===== config.mk =====
export PLATFORM = sky130hd
export DESIGN_NAME = instruction_memory
export DESIGN_NICKNAME = d
export VERILOG_FILES = /design/src/rtl/instruction_memory.sv
export SDC_FILE = /design/constraint.sdc
export NUM_CORES = 1
export LEC_CHECK = 0
export CELL_PAD_IN_SITES_DETAIL_PLACEMENT = 1
export CELL_PAD_IN_SITES_GLOBAL_PLACEMENT = 1
export CORE_MARGIN = 2
export CORE_UTILIZATION = 54
export DETAILED_ROUTE_END_ITERATION = 10
export PLACE_DENSITY = 0.86
export SLEW_MARGIN = 20
export SYNTH_ARGS = -nofsm -noshare
export SYNTH_HDL_FRONTEND = slang
export SYNTH_SLANG_ARGS = --single-unit

===== constraint.sdc =====
create_clock -name clk -period 2.55 [get_ports clk]
set_input_delay 0.255 -clock clk [delete_from_list [all_inputs] [get_ports clk]]
set_output_delay 0.255 -clock clk [all_outputs]
set_load 0.02 [all_outputs]

===== src/rtl/instruction_memory.sv =====
// instruction_memory: word-addressed instruction store with combinational fetch and a synchronous load port.
// Optional macro IMEM_REG_OUT_EN registers instruction and addr_oob for one-cycle fetch latency.
module instruction_memory #(
    parameter int L = 16,
    parameter int DEPTH = 64,
    parameter logic [L-1:0] NOP_WORD = 16'h0000
) (
    input  logic         clk,
    input  logic         rst_n,
    input  logic [L-1:0] address,
    output logic [L-1:0] instruction,
    output logic         addr_oob,
    input  logic         wr_en,
    input  logic [L-1:0] wr_addr,
    input  logic [L-1:0] wr_data,
    output logic         wr_err
);
    localparam int AW = $clog2(DEPTH);
    logic [L-1:0] mem [DEPTH];
    logic [L-1:0] rd_word;
    logic         rd_oob;
    logic         wr_oob;
    assign rd_oob  = 32'(address) >= DEPTH;
    assign wr_oob  = 32'(wr_addr) >= DEPTH;
    assign rd_word = rd_oob ? NOP_WORD : mem[address[AW-1:0]];
    // Out-of-range writes are dropped rather than aliased onto the low addresses.
    always_ff @(posedge clk or negedge rst_n) begin
        if (!rst_n) begin
            for (int i = 0; i < DEPTH; i++) mem[i] <= NOP_WORD;
            wr_err <= 1'b0;
        end else begin
            if (wr_en && !wr_oob) mem[wr_addr[AW-1:0]] <= wr_data;
            wr_err <= wr_en & wr_oob;
        end
    end
`ifdef IMEM_REG_OUT_EN
    always_ff @(posedge clk or negedge rst_n) begin
        if (!rst_n) begin
            instruction <= NOP_WORD;
            addr_oob    <= 1'b0;
        end else begin
            instruction <= rd_word;
            addr_oob    <= rd_oob;
        end
    end
`else
    assign instruction = rd_word;
    assign addr_oob    = rd_oob;
`endif
endmodule


Word-level counts from Yosys, hierarchy flattened
Index checks and enable logic that the tools add are counted.
{"block": "totals", "reg_bits": 1025, "inputBits": 51, "output_inout_bits": 18}
{"block": "classes", "magnitude_cmp": 5, "mux": 7, "bitwise_logic": 3, "reduce_logical": 3}
{"op": "bitwise mux 1024 bit", "count": 1}
{"op": "binary-select mux 16 bit (select 6 bit)", "count": 1}
{"op": "demux 16 bit (select 6 bit)", "count": 1}
{"op": "two-way mux 16 bit", "count": 4}
{"op": "greater-or-equal comparator 16 x 7 -> 1 bit (second input constant)", "count": 2}
{"op": "greater-or-equal comparator 7 bit (second input constant)", "count": 2}
{"op": "NOT 6 -> 7 bit", "count": 2}
{"op": "< comparator 7 x 1 -> 1 bit (second input constant)", "count": 1}
{"op": "logical AND 1 bit", "count": 2}
{"op": "AND 1 bit", "count": 1}
{"op": "zero test 1 bit", "count": 1}

Depth between registers and ports, before layout
{"block": "logic_depth", "ltp_word": 6, "depth_mapped": 9, "depth_no_buf": 5}

Least setup slack after synthesis
No wires, ideal clock.
{"block": "synth_path", "path_kind": "in2out", "start": "input address[1]", "end": "output instruction[10]", "arrival_ns": 2.147, "slack_ns": 0.148, "stages": 6, "path_buffers": 2, "path_cell_list": "buf_2 > buf_1 > mux4_2 > a22oi_1 > nand2_1 > o311a_1"}
{"block": "synth_between", "elab_chain_len": 5}
{"item": "from (decl)", "line": "10", "source": "input logic [L-1:0] address,"}
{"item": "NOT 6 -> 7 bit (not written as such)", "line": "25", "source": "assign rd_word = rd_oob ? NOP_WORD : mem[address[AW-1:0]];"}
{"item": "binary-select mux 16 bit (select 6 bit)", "line": "25"}
{"item": "two-way mux 16 bit (not written as such) (2 in a row)", "line": "25"}
{"item": "two-way mux 16 bit (*)", "line": "25"}
{"item": "to (decl)", "line": "11", "source": "output logic [L-1:0] instruction,"}
Mark *: on every way between the ends. The rest lies on a longest branch, timed or not. The select of a mux whose other input is x is not followed.

Worst setup path in the final report
{"block": "layout_path", "start": "register mem[358] (netlist bit)", "end": "output instruction[6]"}
{"block": "layout_between", "elab_chain_len": 4}
{"item": "from (decl)", "line": "19", "source": "logic [L-1:0] mem [DEPTH];"}
{"item": "from (signal, indexed assignment)", "line": "32", "source": "if (wr_en && !wr_oob) mem[wr_addr[AW-1:0]] <= wr_data;"}
{"item": "binary-select mux 16 bit (select 6 bit)", "line": "25"}
{"item": "two-way mux 16 bit (not written as such) (2 in a row)", "line": "25"}
{"item": "two-way mux 16 bit", "line": "25"}
Every way passes these cells. The select of a mux whose other input is x is not followed.

==> impl_results.md <==
- Synth Warn #: 0
- Crit. End Element: output port
- First-pass GRT wire length: around 280 mm
- RR Startpoint: mem[509]$_DFFE_PN0P_
- Fin Setup TNS: -8.64 ns
- Finished Cell Area: 57100 sq um
- Async set or reset register ratio after synthesis: 1.00
- Root Driver: clkbuf_16
- Fin crit share: 1.34
- CP arrival: about 3.2 ns
- Final #Nets: 3289
- RePlAce Congestion: 0.857
- Storage element area: around 26000 sq um
- Antenna viol nets, final: 0
- Core footprint: around 87000 sq um
- Setup violations, final: 16
- CTS Buf Count: 104
- Initial antenna violation count: 10
- PwrDens: about 610 nW/um^2
- EDFF count, synth: 0
- CP Launch Type: flip-flop
- Synth Flop Type: dfrtp_1
- Int Pwr: approximately 26 mW
- Critical path type: flip-flop to output port
- All-Layer GR Usage: 0.427
- Failing checks: setup timing
- Reg power frac: 0.464
- # rows: between 100 and 150
- Initial Util: 0.547
- Worst slew pin tran: 1.13 ns
- CP endpoint: instruction[6]
- DP Area: 52600 sq um
- R2R depth: 3
- Post-Layout Cell Count: roughly 4.5k
- RSZ-0062 raised after global routing: true
- Worst-skew pair later-pin latency: roughly 0.72 ns
- Crit path from: mem[358]$_DFFE_PN0P_
- Area of the multi-input gates: 21200 sq um
- FILL cells: 7221
- Die Footprint: slightly above 90000 sq um
- Run status: finished, violations left
- Switching pwr: 9.16 mW
- TritonCTS clock tree: built
- Max Fclk: ~290 MHz
- Area grow syn2layout: 19.8%
- Worst hold path class: input port to asynchronous set/reset pin
- Pleak: 27.8 nW
- Maximum VDD drop: approximately 780 uV
- Yosys reg bits: approximately 1.0k
- Vias in the first global route: around 36k
- Slew Viols, Final: 0
- Initial drt markers: about 4.6k
- Final WS setup: -0.860 ns
- Chip height: 301 um
- Min Clock Period, post-route: between 3 and 4 ns
- Wire per inst: roughly 46 um
- Vias per inst: between 7 and 8
- Reg2Reg Setup Slack: approximately 1.5 ns
- PortBufs: slightly below 70
- Reg clk slew, reported paths: ~0.070 ns
- Maxcap violations: 0
- Synth cell types: 47
- Final wirelength: about 200 mm
- Worst reg2reg endpoint: mem[509]$_DFFE_PN0P_
- CTS Sinks: between 1k and 1.5k
- Final hold vios: 0
- Die width: ~300 um
- Largest net degree at the start of global routing: 114
- Placed insts: between 4k and 5k
- Clk pwr share: 0.476
- Register area share after synthesis: 0.538
- Clk buf depth: 3
- Slew margin rel.: 0.245
- Layout cells sized above 1: 0.615
- Hpwl dp: 98.0 mm
- Combinational power share: 0.060
- Skew final: 0 ns
- Worst Path Required: approximately 2.3 ns
- Synth Area per Inst: between 15 and 20 sq um
- Boundary Pins: between 60 and 70
- Via count: 33.3k
- H-tree depth: 3
- DR pass1 iterations: 5
- DRC violations left: 0
- Grt total ovfl: 0
- Syn_nets: 3000
- Sw frac: 0.262
- Post-synthesis cell area: 47700 sq um
- Syn Inst Count: slightly below 3k
- Max FO, Critical Path: 2
==> sequential cells by signal, indices dropped and copies added, names as in the netlist <==
register	cells
wr_err	1
mem	1024
==> metrics by stage <==
stage / utilization / worst slack, ns / hold slack [ns] / total power, mW
final: 0.656 / -0.860 / 0.0775 / 35.0
after global routing: 0.656 / -0.783 / 0.0973 / 35.5
after CTS: 0.650 / -0.468 / 0.130 / 34.3
after detailed placement: 0.603 / -0.643 / 0.242 / 18.4
after global placement: 0.603 / -0.527 / 0.239 / 18.3
after floorplan: - / 0.148 / -0.0406 / 17.3
==> cells in the mapped netlist, drive strengths merged, types with 2 or more instances <==
library cell / n / area, sq um
and2: 2 / 12.5
or3: 4 / 25.0
nand3b: 4 / 30.0
nor2: 77 / 941
nor4: 4 / 37.5
mux2: 1026 / 11600
dfrtp: 1025 / 25600
mux2i: 50 / 500
nand4: 4 / 70.1
a22oi: 46 / 345
nand2: 26 / 113
inv: 7 / 26.3
nand3: 19 / 113
or4: 2 / 15.0
o22ai: 14 / 87.6
mux4: 256 / 5770
a41oi: 4 / 35.0
buf: 146 / 1030
or3b: 2 / 17.5
o31ai: 2 / 15.0
a211o: 2 / 17.5
nand2b: 2 / 12.5
clkbuf: 139 / 522
o311a: 14 / 140
nor2b: 22 / 138
a211oi: 44 / 330
==> worst min-delay path by stage <==
stage / startpoint / slack (ns) / end
floorplan: rst_n / -0.04 / mem[0]$_DFFE_PN0P_
global placement: rst_n / 0.24 / mem[1019]$_DFFE_PN0P_
detailed placement: rst_n / 0.24 / mem[938]$_DFFE_PN0P_
CTS: rst_n / 0.13 / mem[544]$_DFFE_PN0P_
global route: rst_n / 0.1 / mem[938]$_DFFE_PN0P_
finish: rst_n / 0.08 / mem[938]$_DFFE_PN0P_
==> metal layers <==
layer  up-vias  wire length (um)  global-route usage
met2      3054             94300               0.683
met5         -                50                   0
met1     17500             67900               0.511
li1      11600                 -                   -
met4         8             20400               0.294
met3      1215             22600               0.107
==> cell type report <==
| cell class | count | share of cell area |
|---|---|---|
| sequential | 1025 | 0.449 |
| multi-input combinational | 1632 | 0.371 |
| timing repair buffer | 468 | 0.0928 |
| clock buffer | 152 | 0.0529 |
| tap | 1155 | 0.0253 |
| clock inverter | 34 | 0.00814 |
| inverter | 7 | 0.000460 |
| antenna | 7 | 0.000307 |
==> worst max-delay path: stages (launching register included) <==
cell,delay (ns)
dfrtp_1,0.42
mux4_2,0.51
a22oi_2,0.67
nand2_1,0.22
o311a_4,0.45
buf_6,0.15
==> cell families after synthesis <==
| kind of cell | after synthesis | share of synthesized area |
|---|---|---|
| compound gates | 127 | 0.0205 |
| simple gates | 173 | 0.0332 |
| mux | 1332 | 0.375 |
| flops | 1025 | 0.538 |
| buf+inv | 292 | 0.0332 |
==> cells in the final DEF, fill, tap and decap left out, drive strengths merged, types with 7 or more instances in the layout <==
cell type      count
nor2              77
clkdlybuf4s50     29
nand3             19
mux2            1026
a211oi            44
a22oi             46
nand2             26
clkbuf           152
diode              7
buf              436
mux4             256
o22ai             14
inv               10
clkinv            21
nor2b             22
o311a             14
bufinv             7
dfrtp           1025
mux2i             50
==> power by group through the flow <==
stage | combinational (mW) | sequential, mW | clock, mW
final | 2.09 | 16.3 | 16.7
after global routing | 2.12 | 16.3 | 17.1
after CTS | 1.92 | 16.3 | 16.1
after detailed placement | 1.80 | 16.6 | 0
after global placement | 1.70 | 16.6 | 0
after floorplan | 0.702 | 16.6 | 0
==> repair_timing <==
| item | 4_1_cts | 5_1_grt |
|---|---|---|
| gates resized for setup | 115 | 65 |
| endpoints found under the hold margin | 115 | 0 |
| pin swaps | 41 | 31 |
| setup buffers | 15 | 13 |
| hold buffers | 2 | 0 |
| setup endpoints to repair | 16 | 16 |
(Power assumes the default switching activity.)
